--- config.mk ---
export PLATFORM = sky130hd
export DESIGN_NAME = cmd_exec_pipeline
export DESIGN_NICKNAME = d
export VERILOG_FILES = /design/src/rtl/cmd_exec_pipeline.sv
export SDC_FILE = /design/constraint.sdc
export NUM_CORES = 1
export LEC_CHECK = 0
export CAP_MARGIN = 30
export CORE_AREA = 2 2 209 211
export DETAILED_ROUTE_END_ITERATION = 6
export DIE_AREA = 0 0 211 213
export PLACE_DENSITY = 0.56
export SLEW_MARGIN = 20
export SYNTH_ARGS = -nofsm -noshare
export SYNTH_HDL_FRONTEND = slang
export SYNTH_SLANG_ARGS = --single-unit
export TNS_END_PERCENT = 30
--- constraint.sdc ---
create_clock -name clk -period 4.65 [get_ports clk]
set_clock_uncertainty 0.2 [all_clocks]
set_input_delay 0.465 -clock clk [delete_from_list [all_inputs] [get_ports clk]]
set_output_delay 0.465 -clock clk [all_outputs]
set_load 0.03 [all_outputs]
--- src/rtl/cmd_exec_pipeline.sv ---
`default_nettype none
// ---------------------------------------------------------------------------
// cmd_exec_pipeline : UART command parser -> command FIFO -> register dispatcher
// Rev 1.0
// ---------------------------------------------------------------------------
module cmd_exec_pipeline #(
  parameter int DEPTH      = 16,
  parameter int ADDR_WIDTH = $clog2(DEPTH)
) (
  input  logic       clk,
  input  logic       rst,
  input  logic       byte_fifo_valid,
  input  logic [7:0] byte_fifo_data,
  output logic       byte_fifo_rd_en,
  output logic [7:0] mem_addr,
  output logic       mem_write_en,
  output logic [7:0] mem_write_data,
  output logic       mem_read_en,
  input  logic [7:0] mem_read_data,
  output logic [7:0] data_out_tx,
  output logic       out_tx_en,
  output logic       cmd_fifo_full,
  output logic       cmd_fifo_empty
);

  localparam logic [7:0] c_op_write = 8'h57;
  localparam logic [7:0] c_op_read  = 8'h52;

  typedef enum logic [1:0] {P_OP, P_ADDR, P_DATA, P_PUSH} parser_state_e;
  typedef enum logic [1:0] {D_IDLE, D_EXEC, D_READ_WAIT, D_RESP} disp_state_e;

  parser_state_e p_state_q, p_state_d;
  logic [7:0] op_q, op_d, addr_q, addr_d, data_q, data_d;

  logic [23:0]         fifo_mem_q [DEPTH];
  logic [ADDR_WIDTH-1:0] wr_ptr_q, wr_ptr_d, rd_ptr_q, rd_ptr_d;
  logic [ADDR_WIDTH:0]   count_q, count_d;
  logic                full_q, full_d, empty_q, empty_d;
  logic                fifo_wr_en, fifo_rd_en, rd_ok;
  logic [23:0]         head;

  disp_state_e d_state_q, d_state_d;
  logic [7:0] mem_addr_q, mem_addr_d, mem_write_data_q, mem_write_data_d;
  logic       mem_write_en_q, mem_write_en_d, mem_read_en_q, mem_read_en_d;
  logic [7:0] data_out_q, data_out_d;
  logic       out_tx_en_q, out_tx_en_d;

  // Gated by rst so no byte is popped while the parser is held in reset.
  assign byte_fifo_rd_en = rst && byte_fifo_valid && (p_state_q != P_PUSH);
  assign fifo_wr_en      = (p_state_q == P_PUSH) && !full_q;

  always_comb begin
    p_state_d = p_state_q;
    op_d      = op_q;
    addr_d    = addr_q;
    data_d    = data_q;
    case (p_state_q)
      P_OP: begin
        if (byte_fifo_rd_en &&
            (byte_fifo_data == c_op_write || byte_fifo_data == c_op_read)) begin
          op_d      = byte_fifo_data;
          p_state_d = P_ADDR;
        end
      end
      P_ADDR: begin
        if (byte_fifo_rd_en) begin
          addr_d = byte_fifo_data;
          if (op_q == c_op_write) begin
            p_state_d = P_DATA;
          end else begin
            data_d    = 8'h00;
            p_state_d = P_PUSH;
          end
        end
      end
      P_DATA: begin
        if (byte_fifo_rd_en) begin
          data_d    = byte_fifo_data;
          p_state_d = P_PUSH;
        end
      end
      P_PUSH: begin
        if (!full_q) p_state_d = P_OP;
      end
      default: p_state_d = P_OP;
    endcase
  end

  always_ff @(posedge clk or negedge rst) begin
    if (!rst) begin
      p_state_q <= P_OP;
      op_q      <= 8'h00;
      addr_q    <= 8'h00;
      data_q    <= 8'h00;
    end else begin
      p_state_q <= p_state_d;
      op_q      <= op_d;
      addr_q    <= addr_d;
      data_q    <= data_d;
    end
  end

  // Command FIFO: show-ahead circular buffer, flags registered from next count.
  assign rd_ok = fifo_rd_en && !empty_q;
  assign head  = fifo_mem_q[rd_ptr_q];

  always_comb begin
    wr_ptr_d = fifo_wr_en ? wr_ptr_q + ADDR_WIDTH'(1) : wr_ptr_q;
    rd_ptr_d = rd_ok      ? rd_ptr_q + ADDR_WIDTH'(1) : rd_ptr_q;
    count_d  = count_q + (ADDR_WIDTH+1)'(fifo_wr_en) - (ADDR_WIDTH+1)'(rd_ok);
    full_d   = (count_d == (ADDR_WIDTH+1)'(DEPTH));
    empty_d  = (count_d == '0);
  end

  always_ff @(posedge clk) begin
    if (fifo_wr_en) fifo_mem_q[wr_ptr_q] <= {op_q, addr_q, data_q};
  end

  always_ff @(posedge clk or negedge rst) begin
    if (!rst) begin
      wr_ptr_q <= '0;
      rd_ptr_q <= '0;
      count_q  <= '0;
      full_q   <= 1'b0;
      empty_q  <= 1'b1;
    end else begin
      wr_ptr_q <= wr_ptr_d;
      rd_ptr_q <= rd_ptr_d;
      count_q  <= count_d;
      full_q   <= full_d;
      empty_q  <= empty_d;
    end
  end

  // Dispatcher: strobes are set on entry to EXEC so they are registered outputs.
  assign fifo_rd_en = (d_state_q == D_IDLE) && !empty_q;

  always_comb begin
    d_state_d        = d_state_q;
    mem_addr_d       = 8'h00;
    mem_write_en_d   = 1'b0;
    mem_write_data_d = 8'h00;
    mem_read_en_d    = 1'b0;
    data_out_d       = data_out_q;
    out_tx_en_d      = 1'b0;
    case (d_state_q)
      D_IDLE: begin
        if (fifo_rd_en) begin
          mem_addr_d = head[15:8];
          if (head[23:16] == c_op_write) begin
            mem_write_en_d   = 1'b1;
            mem_write_data_d = head[7:0];
          end else begin
            mem_read_en_d = 1'b1;
          end
          d_state_d = D_EXEC;
        end
      end
      D_EXEC:      d_state_d = mem_read_en_q ? D_READ_WAIT : D_IDLE;
      D_READ_WAIT: begin
        data_out_d  = mem_read_data;
        out_tx_en_d = 1'b1;
        d_state_d   = D_RESP;
      end
      D_RESP:      d_state_d = D_IDLE;
      default:     d_state_d = D_IDLE;
    endcase
  end

  always_ff @(posedge clk or negedge rst) begin
    if (!rst) begin
      d_state_q        <= D_IDLE;
      mem_addr_q       <= 8'h00;
      mem_write_en_q   <= 1'b0;
      mem_write_data_q <= 8'h00;
      mem_read_en_q    <= 1'b0;
      data_out_q       <= 8'h00;
      out_tx_en_q      <= 1'b0;
    end else begin
      d_state_q        <= d_state_d;
      mem_addr_q       <= mem_addr_d;
      mem_write_en_q   <= mem_write_en_d;
      mem_write_data_q <= mem_write_data_d;
      mem_read_en_q    <= mem_read_en_d;
      data_out_q       <= data_out_d;
      out_tx_en_q      <= out_tx_en_d;
    end
  end

  assign mem_addr       = mem_addr_q;
  assign mem_write_en   = mem_write_en_q;
  assign mem_write_data = mem_write_data_q;
  assign mem_read_en    = mem_read_en_q;
  assign data_out_tx    = data_out_q;
  assign out_tx_en      = out_tx_en_q;
  assign cmd_fifo_full  = full_q;
  assign cmd_fifo_empty = empty_q;

endmodule
`default_nettype wire

==> qor.txt <==
Post-layout minimum cycle time -> 3.29 ns
Synthesized area per cell -> 21.6 um2
# setup viols final -> 0
RSZ-0062 raised after global routing -> false
Outcome -> complete, no violations
Drt wl/cell -> 24.8 um
Final hold violations -> 0
First-pass GRT wire length -> 53900 um
Die Ht -> 213 um
Htree depth -> 2
Data required, critical path -> 4.95 ns
Initial antenna violation count -> 0
Vias per cell -> 5.37
Max frequency -> 304 MHz
Area Growth Syn to Fin -> 16.6%
Core Area -> 42700 um2
Crit path kind -> flip-flop to flip-flop
Hold Crit Class -> primary input to asynchronous set/reset pin
Slew Limit Fails -> 0
Synth warn -> 0
Ys async rst share -> 15.4%
Worst slew pin tran -> 0.971 ns
Synth top area share -> 68.0%
Reg clk slew, reported paths -> 0.06 ns
Final Instance Area -> 19800 um2
ANT cells -> 0
Crit path DAT -> 3.58 ns
Rows -> 76
Critical path endpoint category -> flip-flop
Vias after detailed routing -> 7890
EDFF count, synth -> 384
Number of clock sinks -> 454
Post-DRT Antenna Nets -> 0
Worst-Skew Late Latency -> 0.57 ns
DRC Markers -> 0
R2r startpoint -> p_state_q[1]$_DFFE_PN0P_
Syn nets -> 820
CTS tree -> done
Drt pass-1 iters -> 5
Final worst-path cycle share -> 70.7%
Number of global-route vias before repair -> 8118
Synth cell types -> 53
Peak VDD IR -> 0.409 mV
PwrDens -> 604 nW/um2
Initial Util -> 39.7%
Worst reg-to-reg path cell count -> 11
Cell area after synthesis -> 17000 um2
All-Layer GR Usage -> 16.7%
Clk buf depth -> 3
Leak pwr -> 0.00678 uW
Kind of start point of the critical path -> flip-flop
I/O Pins -> 49
Maxcap violations -> 0
Flop2flop setup slack -> 1.36 ns
Largest net degree at the start of global routing -> 64
Largest area contributor in the netlist -> edfxtp_1
Layout cells sized above 1 -> 21.7%
Worst slew margin -> 35.3%
Die area -> 44900 um2
Setup_tns -> 0 ns
Seq cells post-synth -> 454
# port buffers -> 48
Syn Inst Count -> 785
Detailed router's first-iteration violation count -> 591
Worst-path fanout max -> 8
Predominant post-synthesis flop cell -> edfxtp_1
Cts repair resizes -> 0
Die W -> 211 um
Placed inst area -> 18200 um2
CTS Buf Count -> 48
Reg-to-Reg End -> cmd_fifo_full$_DFF_PN0_
Largest cells by area after synthesis -> edfxtp_1 (68%), mux4_2 (11%), dfrtp_1 (10%)
Post-DP HPWL -> 20500 um
Placer congestion estimate -> 0.727
GRT overflow -> 0
Seq/Total Area, Yosys -> 78.3%
Clk root buf -> clkbuf_16
Post-layout nets -> 919
Final wirelength -> 36400 um
## through the flow
stage / hold slack, ns / power, uW / setup slack (ns) / utilization [%] / instances
after floorplan: -0.0306 / 7480 / 1.48 / - / 785
after global placement: 0.0939 / 8430 / 1.44 / 42.7 / 1377
after detailed placement: 0.0946 / 8450 / 1.37 / 42.7 / 1377
after CTS: 0.0163 / 12100 / 1.35 / 46.2 / 1466
after global routing: 0.0454 / 12500 / 1.08 / 46.3 / 1468
final: 0.0508 / 12000 / 1.36 / 46.3 / 1468
## synth_stat cells (3+ instances only)
| master | n |
|---|---|
| nand4_1 | 6 |
| nand4bb_1 | 8 |
| buf_2 | 11 |
| nor4bb_1 | 9 |
| edfxtp_1 | 384 |
| clkbuf_1 | 8 |
| and4b_1 | 4 |
| ha_1 | 15 |
| a211oi_1 | 3 |
| o21ai_0 | 6 |
| a22oi_1 | 3 |
| a21oi_1 | 3 |
| mux2_2 | 18 |
| and2_1 | 29 |
| nor2b_1 | 8 |
| a22o_1 | 9 |
| nand4b_1 | 9 |
| nand2_1 | 17 |
| mux4_2 | 80 |
| nor2_1 | 13 |
| xnor2_1 | 11 |
| inv_1 | 16 |
| nand2b_1 | 3 |
| dfrtp_1 | 69 |
| a21boi_1 | 8 |
## per-layer routing
metal  vias to the layer above  track usage [%]  wire (um)
li1                       3401                -          -
met1                      4241             24.3      16500
met2                       209             26.2      17500
met3                        39             2.79       1790
met4                         0             4.78        602
met5                         -                0          0
## kinds of logic after synthesis
group	Yosys count	synth area share [%]
xor+xnor	11	0.568
mux	98	11.8
fa+ha+maj	16	1.22
flops	454	78.3
buf+inv	40	1.20
compound gates	49	2.19
simple gates	117	4.66
## power by group
part,leakage [uW],total (uW),internal [uW],switching (uW)
Combinational,0.00153,2640,1320,1320
Sequential,0.00452,5680,5120,556
Clock,0.000732,3640,2110,1520
Total,0.00678,12000,8560,3400
## registers in the layout, indices dropped and copies added (netlist names), 5 cells and up, named ones only
name,cells
fifo_mem_q,384
addr_q,8
mem_write_data,8
op_q,8
data_q,8
mem_addr,8
data_out_tx,8
count_q,5
## worst max-delay path, stage by stage, from the launching register on
cell     delay [ns]
dfrtp_1        0.38
ha_1           0.22
nor2b_1        0.43
inv_1          0.15
ha_1           0.31
inv_1          0.06
ha_1           0.15
inv_1          0.06
fa_1           0.50
inv_1          0.05
or4_1          0.55
nor2b_1        0.15
## placed cells by master, fill, tap and decap left out, types with 11 or more instances in the layout
cell               n
dfrtp_1           67
xnor2_1           11
mux2_2            18
edfxtp_1         384
clkbuf_16         49
and2_1            29
clkdlybuf4s50_1   47
ha_1              15
clkbuf_1          14
nor2_1            13
nand2_1           17
mux4_2            80
buf_4             17
inv_1             16
## layout make-up
| type | instances | area, um2 |
|---|---|---|
| multi-input cells | 291 | 3470 |
| clock inverters | 21 | 169 |
| clock buffers | 67 | 1330 |
| fillers | 3504 | 22900 |
| flip-flops and latches | 454 | 13300 |
| repair buffers | 73 | 771 |
| inverters | 16 | 60.1 |
| well taps | 546 | 683 |
## what timing repair did
| action | 4_1_cts | 5_1_grt |
|---|---|---|
| buffers inserted | 0 | 0 |
| hold buffers | 1 | 0 |
| endpoints found under the hold margin | 7 | 0 |
## worst max-delay path by stage
stage | startpoint | to | slack, ns | cells after the start
2_1_floorplan | cmd_fifo_empty$_DFF_PN1_ | cmd_fifo_full$_DFF_PN0_ | 1.48 | 11
3_3_place_gp | p_state_q[1]$_DFFE_PN0P_ | cmd_fifo_full$_DFF_PN0_ | 1.44 | 11
3_5_place_dp | p_state_q[1]$_DFFE_PN0P_ | cmd_fifo_full$_DFF_PN0_ | 1.37 | 11
4_1_cts | p_state_q[1]$_DFFE_PN0P_ | cmd_fifo_full$_DFF_PN0_ | 1.35 | 11
5_1_grt | p_state_q[1]$_DFFE_PN0P_ | cmd_fifo_full$_DFF_PN0_ | 1.08 | 11
6_report | p_state_q[1]$_DFFE_PN0P_ | cmd_fifo_full$_DFF_PN0_ | 1.36 | 11
No activity file was read; power rests on OpenSTA's default activity.
